## src/rtl/sync_fifo_pkg.sv

```systemverilog
// Shared defaults and a depth helper for the synchronous FIFO slice.
package sync_fifo_pkg;

  localparam int unsigned data_size_dflt  = 8;
  localparam int unsigned depth_log2_dflt = 2;

  // Number of storage slots for a given pointer width.
  function automatic int unsigned fifo_depth(input int unsigned lg);
    return 32'd1 << lg;
  endfunction

endpackage

```

## src/rtl/sync_fifo_if.sv

```systemverilog
// Producer/consumer bus of the synchronous FIFO.
interface sync_fifo_if
  import sync_fifo_pkg::*;
#(
  parameter int unsigned data_size  = data_size_dflt,
  parameter int unsigned depth_log2 = depth_log2_dflt
);

  logic                  wr_en;
  logic [data_size-1:0]  wr_data;
  logic                  rd_en;
  logic [data_size-1:0]  rd_data;
  logic                  full;
  logic                  empty;
  logic [depth_log2:0]   count;
  logic                  overflow;
  logic                  underflow;

  // Producer/consumer side, drives requests.
  modport master (
    output wr_en, wr_data, rd_en,
    input  rd_data, full, empty, count, overflow, underflow
  );

  // FIFO side, answers requests.
  modport slave (
    input  wr_en, wr_data, rd_en,
    output rd_data, full, empty, count, overflow, underflow
  );

endinterface

```

## src/rtl/sync_parallel_counter.sv

```systemverilog
// Loadable up/down counter; simultaneous inc and dec cancel out.
module sync_parallel_counter #(
  parameter int unsigned     size       = 2,
  parameter logic [size-1:0] init_value = '0
) (
  input  logic            clock,
  input  logic            reset,
  input  logic            load_i,
  input  logic [size-1:0] load_value_i,
  input  logic            inc_enable_i,
  input  logic            dec_enable_i,
  output logic [size-1:0] value_o
);

  logic [size-1:0] value_q;
  logic [size-1:0] value_d;

  // Next value: load wins, otherwise net of inc/dec, wrapping modulo 2**size.
  always_comb begin
    value_d = value_q;
    if (load_i) begin
      value_d = load_value_i;
    end else if (inc_enable_i && !dec_enable_i) begin
      value_d = value_q + size'(1);
    end else if (dec_enable_i && !inc_enable_i) begin
      value_d = value_q - size'(1);
    end
  end

  // Counter register with synchronous reset to the initial value.
  always_ff @(posedge clock) begin
    if (reset) begin
      value_q <= init_value;
    end else begin
      value_q <= value_d;
    end
  end

  assign value_o = value_q;

endmodule

```

## src/rtl/sync_fifo.sv

```systemverilog
// Single-clock FIFO: storage, acceptance logic and three counters for pointers/occupancy.
module sync_fifo
  import sync_fifo_pkg::*;
#(
  parameter int unsigned data_size  = data_size_dflt,
  parameter int unsigned depth_log2 = depth_log2_dflt
) (
  input logic        clock,
  input logic        reset,
  sync_fifo_if.slave bus
);

  localparam int unsigned depth = fifo_depth(depth_log2);
  localparam int unsigned cnt_w = depth_log2 + 1;

  logic [data_size-1:0]  mem_q [depth];
  logic [depth_log2-1:0] wr_ptr_q;
  logic [depth_log2-1:0] rd_ptr_q;
  logic [cnt_w-1:0]      count_q;

  logic                  full_c;
  logic                  empty_c;
  logic                  wr_acc;
  logic                  rd_acc;

  logic [data_size-1:0]  rd_data_q, rd_data_d;
  logic                  overflow_q, overflow_d;
  logic                  underflow_q, underflow_d;

  // Status flags and acceptance; a full FIFO still takes a write when a read frees a slot.
  always_comb begin
    full_c      = (count_q == cnt_w'(depth));
    empty_c     = (count_q == '0);
    wr_acc      = bus.wr_en & (~full_c | bus.rd_en);
    rd_acc      = bus.rd_en & ~empty_c;
    rd_data_d   = rd_acc ? mem_q[rd_ptr_q] : rd_data_q;
    overflow_d  = bus.wr_en & ~wr_acc;
    underflow_d = bus.rd_en & ~rd_acc;
  end

  sync_parallel_counter #(.size(depth_log2), .init_value('0)) u_wr_ptr (
    .clock        (clock),
    .reset        (reset),
    .load_i       (1'b0),
    .load_value_i ('0),
    .inc_enable_i (wr_acc),
    .dec_enable_i (1'b0),
    .value_o      (wr_ptr_q)
  );

  sync_parallel_counter #(.size(depth_log2), .init_value('0)) u_rd_ptr (
    .clock        (clock),
    .reset        (reset),
    .load_i       (1'b0),
    .load_value_i ('0),
    .inc_enable_i (rd_acc),
    .dec_enable_i (1'b0),
    .value_o      (rd_ptr_q)
  );

  sync_parallel_counter #(.size(cnt_w), .init_value('0)) u_count (
    .clock        (clock),
    .reset        (reset),
    .load_i       (1'b0),
    .load_value_i ('0),
    .inc_enable_i (wr_acc),
    .dec_enable_i (rd_acc),
    .value_o      (count_q)
  );

  // Storage array; deliberately not cleared by reset.
  always_ff @(posedge clock) begin
    if (!reset && wr_acc) begin
      mem_q[wr_ptr_q] <= bus.wr_data;
    end
  end

  // Registered read data and one-cycle reject pulses.
  always_ff @(posedge clock) begin
    if (reset) begin
      rd_data_q   <= '0;
      overflow_q  <= 1'b0;
      underflow_q <= 1'b0;
    end else begin
      rd_data_q   <= rd_data_d;
      overflow_q  <= overflow_d;
      underflow_q <= underflow_d;
    end
  end

  assign bus.rd_data   = rd_data_q;
  assign bus.full      = full_c;
  assign bus.empty     = empty_c;
  assign bus.count     = count_q;
  assign bus.overflow  = overflow_q;
  assign bus.underflow = underflow_q;

endmodule
```

## src/flat_wrapper.sv

```systemverilog
// flat-port wrapper written by rule: the top's interface ports become plain ports
module sync_fifo_flat import sync_fifo_pkg::*;
#(
  parameter int unsigned data_size  = data_size_dflt,
  parameter int unsigned depth_log2 = depth_log2_dflt
)
  (clock, reset, bus_wr_en, bus_wr_data, bus_rd_en, bus_rd_data, bus_full, bus_empty, bus_count, bus_overflow, bus_underflow);
  sync_fifo_if #(.data_size(data_size), .depth_log2(depth_log2)) bus_i ();
  input logic clock;
  input logic reset;
  input wire logic [$bits(bus_i.wr_en)-1:0] bus_wr_en;
  input wire logic [$bits(bus_i.wr_data)-1:0] bus_wr_data;
  input wire logic [$bits(bus_i.rd_en)-1:0] bus_rd_en;
  output wire logic [$bits(bus_i.rd_data)-1:0] bus_rd_data;
  output wire logic [$bits(bus_i.full)-1:0] bus_full;
  output wire logic [$bits(bus_i.empty)-1:0] bus_empty;
  output wire logic [$bits(bus_i.count)-1:0] bus_count;
  output wire logic [$bits(bus_i.overflow)-1:0] bus_overflow;
  output wire logic [$bits(bus_i.underflow)-1:0] bus_underflow;
  assign bus_i.wr_en = bus_wr_en;
  assign bus_i.wr_data = bus_wr_data;
  assign bus_i.rd_en = bus_rd_en;
  assign bus_rd_data = bus_i.rd_data;
  assign bus_full = bus_i.full;
  assign bus_empty = bus_i.empty;
  assign bus_count = bus_i.count;
  assign bus_overflow = bus_i.overflow;
  assign bus_underflow = bus_i.underflow;
  sync_fifo #(.data_size(data_size), .depth_log2(depth_log2)) u_core (.clock(clock), .reset(reset), .bus(bus_i));
endmodule
```

## config.mk

```make
export PLATFORM = sky130hd
export DESIGN_NAME = sync_fifo_flat
export DESIGN_NICKNAME = d
export VERILOG_FILES = /design/src/rtl/sync_fifo_pkg.sv /design/src/rtl/sync_fifo_if.sv /design/src/rtl/sync_parallel_counter.sv /design/src/rtl/sync_fifo.sv /design/src/flat_wrapper.sv
export SDC_FILE = /design/constraint.sdc
export NUM_CORES = 1
export LEC_CHECK = 0
export ABC_AREA = 1
export ABC_CLOCK_PERIOD_IN_PS = 1800
export CORE_MARGIN = 4
export CORE_UTILIZATION = 50
export DETAILED_ROUTE_END_ITERATION = 12
export PLACE_DENSITY = 0.75
export RECOVER_POWER = 50
export SLEW_MARGIN = 20
export SYNTH_ARGS = -nofsm -noshare
export SYNTH_HDL_FRONTEND = slang
export SYNTH_HIERARCHICAL = 1
export SYNTH_SLANG_ARGS = --single-unit
```

## constraint.sdc

```tcl
create_clock -name clock -period 1.8 [get_ports clock]
set_clock_uncertainty 0.15 [all_clocks]
set_input_delay 0.36 -clock clock [delete_from_list [all_inputs] [get_ports clock]]
set_output_delay 0.36 -clock clock [all_outputs]
set_load 0.01 [all_outputs]
```

==> metrics.md, run 1 <==
| Metric | Value |
|---|---|
| Avg WL per Cell | `11.1 um` |
| Via count of the first global-routing pass | `1,878` |
| Final Slew Violations | `0` |
| Part of the Yosys area used for sequential elements | `53.2%` |
| Clock transition at path regs | `0.09 ns` |
| Worst Setup SP | `u_core/u_count/value_o[2]` |
| First-pass iteration count of the detailed router | `5` |
| Clock Power Share | `24.7%` |
| Floorplan die area | `6080 um^2` |
| Number of setup violations in the final report | `0` |
| Leakage power | `1.47 nW` |
| Number of nets in the layout | `381` |
| Timing endpoint of the critical path | `u_core/u_count/value_o[2]` |
| Highest cell delay on the worst timing path | `0.37 ns` |
| # rows | `25` |
| Clock Tree Buf Depth | `2` |
| Count of synthesis-stage warnings from yosys | `6` |
| Result of the run | `complete, no violations` |
| I/O Buffers | `26` |
| Cells after synthesis | `296` |
| Cell type of the slowest stage on the worst timing path | `sky130_fd_sc_hd__dfxtp_4` |
| Via/cell ratio | `4.36` |
| Combinational fraction of design power | `24.6%` |
| Worst path setup slack after routing | `0.0159 ns` |
| Power Dens Cells | `824 nW/um^2` |
| Worst IR drop on VDD | `0.506 mV` |
| Flip-flop and latch count after synthesis | `49` |
| Clock tree sinks | `49` |
| Die Span Y | `78.0 um` |
| Clock tree from TritonCTS | `built` |
| Crit Path Max Fanout | `4` |
| DRT antenna net count | `0` |
| Finished Core Util | `66.7%` |
| Unrepaired setup endpoints after global routing | `yes` |
| Category of the critical setup timing path | `reg -> reg` |
| Switch Pwr | `0.766 mW` |
| Launching element type of the critical path | `register` |
| Sw Ratio | `29.5%` |
| Arrival time at the worst endpoint | `1.85 ns` |
| Hold Fails Final Rpt | `0` |
| Global router's overall resource usage | `16.8%` |
| Ant. Diodes | `0` |
| Top Ports | `27` |
| Clock buffer count from CTS | `5` |
| Gpl congestion | `0.823` |
| Category of the worst setup path capture point | `register` |
| Type of the tightest min-delay check | `in -> reg` |
| Chip width | `78.0 um` |
| Starting Density | `51.8%` |
| Cell-internal power | `1.83 mW` |
| Sequential cell fraction of total power | `50.6%` |
| Largest net degree at the start of global routing | `17` |
| Origin of the critical flop-to-flop path | `u_core/u_count/value_o[2]` |
| Vias after detailed routing | `1,903` |
| Clock H-tree levels | `2` |
| Worst reg2reg path depth | `14` |
| Clock insertion delay at the later pin of the skew report | `0.30 ns` |
| Sequence of cells on the critical path | `inv_4 -> nor3_4 -> nand2_2 -> nand2_1 -> inv_2 -> nand2_4 -> fa_2 -> inv_2 -> nand2_2 -> nand2_1 -> nand2_1 -> nand3_1 -> nand2_1 -> a21oi_1` |
| Root buffer cell | `sky130_fd_sc_hd__clkbuf_8` |
| Most numerous cell on the critical path | `sky130_fd_sc_hd__nand2_1` |
| Total negative slack for setup checks | `0 ns` |
| Number of hold buffers added after cts | `0` |
| Area of the core | `4720 um^2` |
| GRT Residual Overflow | `0` |
| Netlist area before placement | `2450 um^2` |
| Post-route minimum period | `1.78 ns` |
| Max capacitance violation total | `0` |
| Residual DRC | `0` |
| Total power | `2.60 mW` |
| WL final | `4860 um` |
| Number of antenna violations at the first check in global routing | `0` |
| Fraction of final layout cells with drive strength greater than 1 | `20.9%` |
| Pre-CTS setup slack | `-0.434 ns` |
| HPWL Detailed | `3420 um` |
| Worst flop-to-flop path endpoint | `u_core/u_count/value_o[2]` |
| Detailed Route Iter0 Violations | `61` |
| Yosys cell types | `30` |
| Signed area change from the synthesized netlist to the final layout | `28.8%` |
| Data required, critical path | `1.87 ns` |
| Worst setup slack for register-to-register paths | `0.02 ns` |
| Syn Area/Cell | `8.27 um^2` |
| Fmax | `0.560 GHz` |
| First-pass GRT wire length | `8050 um` |
| Period utilisation layout | `99.1%` |
[kinds of logic after synthesis]
logic type | Yosys count | share of synthesized area [%]
adders and majority gates | 1 | 0.818
buffers and inverters | 76 | 13.2
AOI/OAI and AO/OA | 11 | 3.48
other | 1 | 0.153
and+or+nand+nor | 158 | 29.2
DFF | 49 | 53.2
[power by group through the flow]
| stage | Clock, mW | Combinational, mW | Sequential (mW) |
|---|---|---|---|
| global placement | 0 | 0.591 | 1.34 |
| CTS | 0.656 | 0.620 | 1.32 |
| floorplan | 0 | 0.368 | 1.35 |
| global route | 0.703 | 0.712 | 1.33 |
| finish | 0.643 | 0.639 | 1.32 |
| detailed placement | 0 | 0.606 | 1.34 |
[flip-flops by register name, indices dropped and copies added, names as in the netlist]
register and cells:
u_core/mem_q 32, u_core/bus.rd_data 8, u_core/u_count/value_o 3, u_core/u_rd_ptr/value_o 2
u_core/u_wr_ptr/value_o 2, u_core/bus.overflow 1, u_core/bus.underflow 1
[what timing repair did]
item / in CTS / in global routing
buffers inserted: 5 / 2
setup endpoints to repair: 5 / 35
resized for setup: 7 / 10
pin swaps: 9 / 6
[layout by cell type, fill, tap and decap left out, drive strengths merged]
master         Yosys  routed
a211oi             4       4
a21boi             1       1
a21oi              4       4
buf                5      24
clkbuf             0       8
clkdlybuf4s15      0       2
clkdlybuf4s50      0      14
clkinv             2       3
clkinvlp           0       1
conb               1      19
dfxtp             17      17
dlygate4sd2        0       2
dlygate4sd3        0       8
edfxtp            32      32
fa                 1       1
inv               69      69
nand2             95      95
nand3             27      27
nand4              3       3
nor2              28      28
nor3               2       2
o21ai              2       2
or2                3       3
[cell usage after synthesis]
cell / count / share of area [%]
sky130_fd_sc_hd__nand2_4: 1 / 0.46
sky130_fd_sc_hd__nand3_1: 23 / 4.7
sky130_fd_sc_hd__inv_1: 59 / 9.0
sky130_fd_sc_hd__a21oi_2: 2 / 0.72
sky130_fd_sc_hd__nand3_4: 1 / 0.72
sky130_fd_sc_hd__conb_1: 1 / 0.15
sky130_fd_sc_hd__nor2_1: 28 / 4.3
sky130_fd_sc_hd__inv_2: 9 / 1.4
sky130_fd_sc_hd__dfxtp_1: 17 / 14
sky130_fd_sc_hd__a211oi_1: 2 / 0.61
sky130_fd_sc_hd__nor3_1: 1 / 0.20
sky130_fd_sc_hd__o21ai_0: 2 / 0.41
sky130_fd_sc_hd__a211oi_2: 2 / 1.0
sky130_fd_sc_hd__buf_2: 1 / 0.20
sky130_fd_sc_hd__buf_4: 1 / 0.31
sky130_fd_sc_hd__clkinv_1: 1 / 0.15
sky130_fd_sc_hd__nand2_2: 12 / 3.1
sky130_fd_sc_hd__fa_1: 1 / 0.82
sky130_fd_sc_hd__a21boi_0: 1 / 0.31
sky130_fd_sc_hd__nand3_2: 3 / 1.2
sky130_fd_sc_hd__nand4_1: 3 / 0.77
sky130_fd_sc_hd__clkinv_2: 1 / 0.20
sky130_fd_sc_hd__edfxtp_1: 32 / 39
sky130_fd_sc_hd__inv_6: 1 / 0.36
sky130_fd_sc_hd__buf_6: 2 / 0.92
sky130_fd_sc_hd__a21oi_1: 2 / 0.41
sky130_fd_sc_hd__nand2_1: 82 / 13
sky130_fd_sc_hd__or2_1: 3 / 0.77
sky130_fd_sc_hd__nor3_2: 1 / 0.41
sky130_fd_sc_hd__buf_8: 1 / 0.61
[worst max-delay path: cells and delay by family (launching register included)]
kind | cells | cell delay, ns
simple gates | 9 | 0.50
flops | 1 | 0.37
fa+ha+maj | 1 | 0.34
buf+inv | 3 | 0.23
compound gates | 1 | 0.12
[worst min-delay path by stage]
| stage | start | to | slack [ns] | cells past startpoint |
|---|---|---|---|---|
| 2_1_floorplan | reset | u_core/u_count/value_o[2] | 0.27 | 1 |
| 3_3_place_gp | u_core/bus.rd_data[3] | u_core/bus.rd_data[3] | 0.35 | 4 |
| 3_5_place_dp | u_core/bus.rd_data[5] | u_core/bus.rd_data[5] | 0.36 | 4 |
| 4_1_cts | bus_rd_en | u_core/bus.underflow | 0.30 | 3 |
| 5_1_grt | bus_rd_en | u_core/bus.underflow | 0.36 | 3 |
| 6_report | bus_rd_en | u_core/bus.underflow | 0.34 | 3 |
[final cells by class]
cell class / instances / area [um^2]
Multi-Input combinational cell: 189 / 933
Sequential cell: 49 / 1310
Fill cell: 399 / 1570
Clock inverter: 2 / 16.3
Timing Repair Buffer: 52 / 458
Inverter: 71 / 278
Tap cell: 67 / 83.8
Clock buffer: 6 / 72.6
[metal layers]
metal,track usage (%),routed length [um]
met5,0,0
met4,5.42,72
met3,4.18,200
met2,30.1,2490
met1,19.6,2090
[stage by stage]
stage               hold WS (ns)  instances  instance area, um^2
floorplan                  0.269        314                 2540
global placement           0.352        422                 2990
detailed placement         0.355        422                 2990
CTS                        0.298        435                 3110
global route               0.359        436                 3150
finish                     0.337        436                 3150
No activity file was read; power rests on OpenSTA's default activity.
==> inputs of run 2 (changes only) <==
==> constraint.sdc (replaced) <==
create_clock -name clock -period 1.8 [get_ports clock]
set_clock_uncertainty 0.15 [all_clocks]
set_input_delay 0.18 -clock clock [delete_from_list [all_inputs] [get_ports clock]]
set_output_delay 0.18 -clock clock [all_outputs]
set_load 0.01 [all_outputs]
==> metrics.md, run 2 (same netlist as run 1, synthesis figures left out) <==
| Metric | Value |
|---|---|
| Number of setup violations in the final report | `0` |
| Number of antenna violations at the first check in global routing | `0` |
| WL final | `4560 um` |
| Cell total after placement | `421` |
| First-pass GRT wire length | `7450 um` |
| M2 GR Usage | `27.1%` |
| Total negative slack for setup checks | `0 ns` |
| Clock Power Share | `26.2%` |
| Area of the core | `4720 um^2` |
| Result of the run | `complete, no violations` |
| Most common library cell in the layout ignoring fill and taps | `sky130_fd_sc_hd__nand2_1` |
| Vias after detailed routing | `1,866` |
| Post-route minimum period | `1.79 ns` |
| Data required, critical path | `1.88 ns` |
| Finished Cell Area | `3140 um^2` |
| Crit Path Max Fanout | `2` |
| Number of flip-flops under the largest register name | `32` |
| Gpl congestion | `0.820` |
| Period utilisation layout | `99.3%` |
| Number of nets in the layout | `377` |
| CP top delay family | `simple AND/OR/NAND/NOR gates` |
| Worst reg2reg path depth | `14` |
| Signed area change from the synthesized netlist to the final layout | `28.4%` |
| Clock tree from TritonCTS | `built` |
| Pre-CTS setup slack | `-0.272 ns` |
| Starting Density | `51.8%` |
| Global route hottest layer | `met2` |
| Fraction of final layout cells with drive strength greater than 1 | `21.1%` |
| Top Ports | `27` |
| Detailed Route Iter0 Violations | `75` |
| Via count of the first global-routing pass | `1,687` |
| Unrepaired setup endpoints after global routing | `yes` |
| Clock tree sinks | `49` |
| Avg WL per Cell | `10.6 um` |
| Global router's overall resource usage | `15.6%` |
| Ant. Diodes | `0` |
| Hold Fails Final Rpt | `0` |
| Worst path setup slack after routing | `0.0127 ns` |
| Chip width | `78.0 um` |
| Met3 track demand over resource | `2.55%` |
| HPWL Detailed | `3220 um` |
| Sw Ratio | `29.1%` |
| Category of the worst setup path capture point | `register` |
| Fillers | `379` |
| Die Span Y | `78.0 um` |
| Met1 Track Usage GR | `19.4%` |
| Largest net degree at the start of global routing | `17` |
| Reg with most FFs | `u_core/mem_q` |
| Leakage power | `1.48 nW` |
| Buf/Inv on CP | `3` |
| Type of the tightest min-delay check | `in -> reg` |
| Number of hold buffers added after cts | `0` |
| Post-place instance area | `2980 um^2` |
| Worst flop-to-flop path endpoint | `u_core/u_count/value_o[2]` |
| Cell-internal power | `1.87 mW` |
| Power Dens Cells | `842 nW/um^2` |
| Commonest non-fill, non-tap cells in the layout | `79 x sky130_fd_sc_hd__nand2_1, 55 x sky130_fd_sc_hd__inv_1, 32 x sky130_fd_sc_hd__edfxtp_1, 28 x sky130_fd_sc_hd__nor2_1, 23 x sky130_fd_sc_hd__nand3_1` |
| Timing endpoint of the critical path | `u_core/u_count/value_o[2]` |
| Clock buffer count from CTS | `5` |
| Finished Core Util | `66.5%` |
| Worst hold slack after final layout | `0.304 ns` |
| Clock Tree Buf Depth | `2` |
| Sequence of cells on the critical path | `inv_4 -> nor3_4 -> nand2_1 -> nand2_1 -> inv_2 -> nand2_4 -> fa_2 -> inv_2 -> nand2_2 -> nand2_2 -> nand2_1 -> nand3_1 -> nand2_1 -> a21oi_2` |
| Floorplan die area | `6080 um^2` |
| Highest cell delay on the worst timing path | `0.36 ns` |
| Origin of the critical flop-to-flop path | `u_core/u_count/value_o[2]` |
| Clock H-tree levels | `2` |
| Total power | `2.64 mW` |
| Clock insertion delay at the later pin of the skew report | `0.30 ns` |
| Final Slew Violations | `0` |
| First-pass iteration count of the detailed router | `4` |
| Worst IR drop on VDD | `0.479 mV` |
| DRT antenna net count | `0` |
| Arrival time at the worst endpoint | `1.87 ns` |
| Sequential cell fraction of total power | `49.7%` |
| Cell type of the slowest stage on the worst timing path | `sky130_fd_sc_hd__dfxtp_4` |
| Max capacitance violation total | `0` |
| Category of the critical setup timing path | `reg -> reg` |
| Worst Setup SP | `u_core/u_count/value_o[2]` |
| Worst setup slack for register-to-register paths | `0.01 ns` |
| Launching element type of the critical path | `register` |
| Residual DRC | `0` |
| Cell depth of the worst setup path | `14` |
| Fmax | `0.560 GHz` |
| Clock transition at path regs | `0.09 ns` |
| Most numerous cell on the critical path | `sky130_fd_sc_hd__nand2_1` |
| Non-filler instance count after layout | `432` |
| I/O Buffers | `26` |
| GRT Residual Overflow | `0` |
| Combinational fraction of design power | `24.1%` |
| Root buffer cell | `sky130_fd_sc_hd__clkbuf_8` |
| Switch Pwr | `0.770 mW` |
| Via/cell ratio | `4.32` |
| # rows | `25` |
==> run 2: cell types whose count changed in the layout (fill, tap and decap cells not counted), moves of 2 or more <==
cell / delta
sky130_fd_sc_hd__clkbuf_1: -3
sky130_fd_sc_hd__dlygate4sd2_1: -2
sky130_fd_sc_hd__clkdlybuf4s50_1: +3
sky130_fd_sc_hd__clkdlybuf4s15_1: -2
==> run 2: power groups by stage <==
stage,Sequential [mW],Clock (mW),Combinational [mW]
3_5_place_dp,1.34,0,0.600
4_1_cts,1.31,0.710,0.615
6_report,1.31,0.694,0.637
3_3_place_gp,1.34,0,0.588
5_1_grt,1.32,0.755,0.710
2_1_floorplan,1.35,0,0.368
==> run 2: area by class of cell <==
cell class | instances | area [um^2] | area share (%)
Clock buffer | 6 | 82.6 | 2.63
Clock inverter | 2 | 17.5 | 0.558
Inverter | 71 | 278 | 8.84
Multi-Input combinational cell | 189 | 940 | 29.9
Sequential cell | 49 | 1310 | 41.8
Tap cell | 67 | 83.8 | 2.67
Timing Repair Buffer | 48 | 428 | 13.6
==> run 2: per-layer routing <==
layer | routed length (um) | vias to the layer above
met5 | 0 | -
met4 | 81 | 0
met3 | 160 | 9
met2 | 2280 | 27
met1 | 2040 | 811
li1 | - | 1019
==> run 2: worst min path at each step <==
stage,end,cells after the start,slack [ns],start
global route,u_core/bus.underflow,3,0.35,bus_rd_en
finish,u_core/bus.underflow,3,0.30,bus_rd_en
detailed placement,u_core/bus.rd_data[5],4,0.36,u_core/bus.rd_data[5]
CTS,u_core/bus.underflow,3,0.30,bus_rd_en
floorplan,u_core/u_count/value_o[2],1,0.09,reset
global placement,u_core/bus.rd_data[3],4,0.35,u_core/bus.rd_data[3]
==> run 2: timing repair <==
action,4_1_cts,5_1_grt
gates cloned,0,0
setup endpoints to repair,2,3
resized for setup,3,10
buffers inserted,2,1
pin swaps,4,4
==> run 2: worst reg2reg max path: cells and delay by family (launching register included) <==
kind,cells,cell delay (ns)
and+or+nand+nor,9,0.51
buffers and inverters,3,0.20
AOI/OAI and AO/OA,1,0.13
DFF,1,0.36
adders and majority gates,1,0.34
==> inputs of run 3 (changes only) <==
Settings changed: CORE_UTILIZATION 50 to 49, PLACE_DENSITY 0.75 to 0.74, SYNTH_HIERARCHICAL 1 to default.
==> metrics.md, run 3 <==
| Metric | Value |
|---|---|
| Primary FF master, synth | `sky130_fd_sc_hd__edfxtp_1` |
| Slew at the pin closest to its max-slew limit | `0.302 ns` |
| Residual DRC | `0` |
| Count of synthesis-stage warnings from yosys | `0` |
| Die Span Y | `75.4 um` |
| Biggest area consumer among synthesized cells | `sky130_fd_sc_hd__edfxtp_1` |
| Clock buffer count from CTS | `5` |
| Worst hold slack after final layout | `0.329 ns` |
| DRT antenna net count | `0` |
| Number of setup violations in the final report | `0` |
| Post-place instance area | `2670 um^2` |
| Clock tree sinks | `49` |
| Avg WL per Cell | `11.1 um` |
| Top cells by count, synth | `69 x sky130_fd_sc_hd__nand2_1, 53 x sky130_fd_sc_hd__inv_1, 32 x sky130_fd_sc_hd__edfxtp_1` |
| Clock Power Share | `20.3%` |
| Syn Area/Cell | `8.94 um^2` |
| Category of the critical setup timing path | `reg -> reg` |
| Launching element type of the critical path | `register` |
| Fillers | `359` |
| Detailed Route Iter0 Violations | `31` |
| Chip width | `75.4 um` |
| Number of hold buffers added after cts | `0` |
| Worst IR drop on VDD | `0.670 mV` |
| Top Ports | `27` |
| Combinational fraction of design power | `37.4%` |
| Netlist area before placement | `2230 um^2` |
| Sequential cell fraction of total power | `42.3%` |
| Root buffer cell | `sky130_fd_sc_hd__clkbuf_8` |
| Sequence of cells on the critical path | `nor2_4 -> nand3_2 -> nand2_2 -> inv_2 -> ha_4 -> inv_2 -> fa_2 -> o21ai_2 -> nor2_1` |
| WL final | `3920 um` |
| Type of the tightest min-delay check | `in -> reg` |
| Synth Area in Compound Gates | `1.29%` |
| # rows | `24` |
| Number of antenna violations at the first check in global routing | `0` |
| Unrepaired setup endpoints after global routing | `yes` |
| Most numerous cell on the critical path | `sky130_fd_sc_hd__inv_2` |
| Part of the Yosys area used for sequential elements | `58.4%` |
| Switch Pwr | `1.14 mW` |
| Clock Tree Buf Depth | `2` |
| Commonest non-fill, non-tap cells in the layout | `68 x sky130_fd_sc_hd__nand2_1, 50 x sky130_fd_sc_hd__inv_1, 32 x sky130_fd_sc_hd__edfxtp_1, 28 x sky130_fd_sc_hd__nor2_1, 22 x sky130_fd_sc_hd__buf_4` |
| Gpl congestion | `0.783` |
| Largest net degree at the start of global routing | `19` |
| Starting Density | `50.8%` |
| Clock transition at path regs | `0.09 ns` |
| Number of flip-flops under the largest register name | `32` |
| Highest cell delay on the worst timing path | `0.43 ns` |
| Vias after detailed routing | `1,584` |
| Finished Cell Area | `2800 um^2` |
| CP top delay family | `adder cells` |
| Via count of the first global-routing pass | `1,438` |
| Via/cell ratio | `4.50` |
| Floorplan die area | `5690 um^2` |
| Reg with most FFs | `u_core.mem_q` |
| Most common library cell in the layout ignoring fill and taps | `sky130_fd_sc_hd__nand2_1` |
| First-pass iteration count of the detailed router | `4` |
| Largest family of logic cells by synthesized area | `simple AND/OR/NAND/NOR gates` |
| Dominant cells by area after synthesis | `sky130_fd_sc_hd__edfxtp_1 43%, sky130_fd_sc_hd__dfxtp_1 15%, sky130_fd_sc_hd__nand2_1 12%` |
| Fraction of final layout cells with drive strength greater than 1 | `17.0%` |
| Crit Path Max Fanout | `2` |
| Power Dens Cells | `1220 nW/um^2` |
| Final Slew Violations | `0` |
| Cell type of the slowest stage on the worst timing path | `sky130_fd_sc_hd__fa_2` |
| Category of the worst setup path capture point | `register` |
| Cells after synthesis | `249` |
| Max capacitance violation total | `0` |
| Share of flip-flops with an asynchronous set or reset | `0%` |
| Number of nets in the layout | `317` |
| Clock H-tree levels | `2` |
| Fmax | `0.562 GHz` |
| Signed area change from the synthesized netlist to the final layout | `25.8%` |
| I/O Buffers | `26` |
| Worst slew margin relative to its limit | `79.8%` |
| Ant. Diodes | `0` |
| Multiplexer share of the synthesized area | `0%` |
| Xor and xnor area share after synthesis | `0.393%` |
| Post-Synthesis Net Count | `267` |
| GRT Residual Overflow | `0` |
| Global router's overall resource usage | `15.2%` |
| Buf/Inv on CP | `2` |
| Data required, critical path | `1.86 ns` |
| Flip-flop and latch count after synthesis | `49` |
| Post-route minimum period | `1.78 ns` |
| Sw Ratio | `33.4%` |
| Share of synthesized cell area in full adder, half adder and majority cells | `3.71%` |
| Total negative slack for setup checks | `0 ns` |
| Period utilisation layout | `98.9%` |
| Synthesized-area fraction occupied by and/or/nand/nor cells | `24.0%` |
| HPWL Detailed | `2840 um` |
| Post-synth EDFFs | `32` |
| First-pass GRT wire length | `6400 um` |
| Leakage power | `1.31 nW` |
| Most frequently used cell type in the post-synthesis netlist | `sky130_fd_sc_hd__nand2_1` |
| Clock tree from TritonCTS | `built` |
| Area of the core | `4380 um^2` |
| Yosys cell types | `23` |
| Area share of the largest cell type after synthesis | `43.1%` |
| Arrival time at the worst endpoint | `1.84 ns` |
| Clock insertion delay at the later pin of the skew report | `0.31 ns` |
| Result of the run | `complete, no violations` |
| Cell-internal power | `2.29 mW` |
| Hold Fails Final Rpt | `0` |
run 3: final cells by class:
type / instances / area [um^2] / share of cell area [%]
Sequential cell: 49 / 1310 / 46.7
Multi-Input combinational cell: 137 / 681 / 24.3
Timing Repair Buffer: 49 / 430 / 15.4
Inverter: 57 / 216 / 7.72
Clock buffer: 6 / 82.6 / 2.95
Tap cell: 52 / 65.1 / 2.32
Clock inverter: 2 / 17.5 / 0.625
run 3: layer usage:
layer	vias up	track usage (%)	wire length, um
met5	-	0	0
met1	704	17.8	1720
li1	853	-	-
met4	0	5.24	59
met2	21	27.0	2010
met3	6	3.96	132
run 3: worst paths after layout:
path | end | slack, ns | cells after the start | start
worst max-delay path | u_core.u_count.value_o[1] | 0.02 | 9 | u_core.u_count.value_o[1]
worst min-delay path | u_core.bus.underflow | 0.33 | 3 | bus_rd_en
worst max register to register | u_core.u_count.value_o[1] | 0.02 | 9 | u_core.u_count.value_o[1]
worst min register to register | u_core.bus.rd_data[3] | 0.37 | 4 | u_core.bus.rd_data[3]
run 3: per-stage QoR:
stage | setup WS (ns) | instances | total power, mW | utilization, %
after CTS | -0.00577 | 350 | 3.41 | 63.4
after floorplan | -0.0527 | 249 | 2.27 | -
final | 0.0203 | 352 | 3.43 | 63.9
after global placement | -0.194 | 341 | 2.69 | 60.9
after global routing | -0.0570 | 352 | 3.66 | 63.9
after detailed placement | -0.237 | 341 | 2.71 | 60.9
run 3: worst register-to-register path, cell delays in order (launching register included):
cell and delay (ns):
sky130_fd_sc_hd__dfxtp_4 0.36, sky130_fd_sc_hd__nor2_4 0.14, sky130_fd_sc_hd__nand3_2 0.10, sky130_fd_sc_hd__nand2_2 0.08, sky130_fd_sc_hd__inv_2 0.05, sky130_fd_sc_hd__ha_4 0.16
sky130_fd_sc_hd__inv_2 0.06, sky130_fd_sc_hd__fa_2 0.43, sky130_fd_sc_hd__o21ai_2 0.12, sky130_fd_sc_hd__nor2_1 0.05
run 3: power by group through the flow:
stage,logic (mW),registers [mW],clock network [mW]
after floorplan,0.749,1.52,0
after global routing,1.44,1.47,0.754
after detailed placement,1.23,1.48,0
after CTS,1.23,1.45,0.718
final,1.28,1.45,0.695
after global placement,1.21,1.47,0
run 3: what timing repair did:
item	4_1_cts	5_1_grt
endpoints found under the hold margin	0	0
setup endpoints to repair	3	2
setup buffers	1	2
resized for setup	3	3
pin swaps	2	3
run 3: cells by family (layout without fill, tap and decap cells):
group | Yosys count | after routing
AND/OR/NAND/NOR | 125 | 125
buffers and inverters | 63 | 114
flip-flops | 49 | 49
adder cells (fa/ha/maj) | 6 | 6
AO/OA/AOI/OAI | 5 | 5
XOR/XNOR | 1 | 1
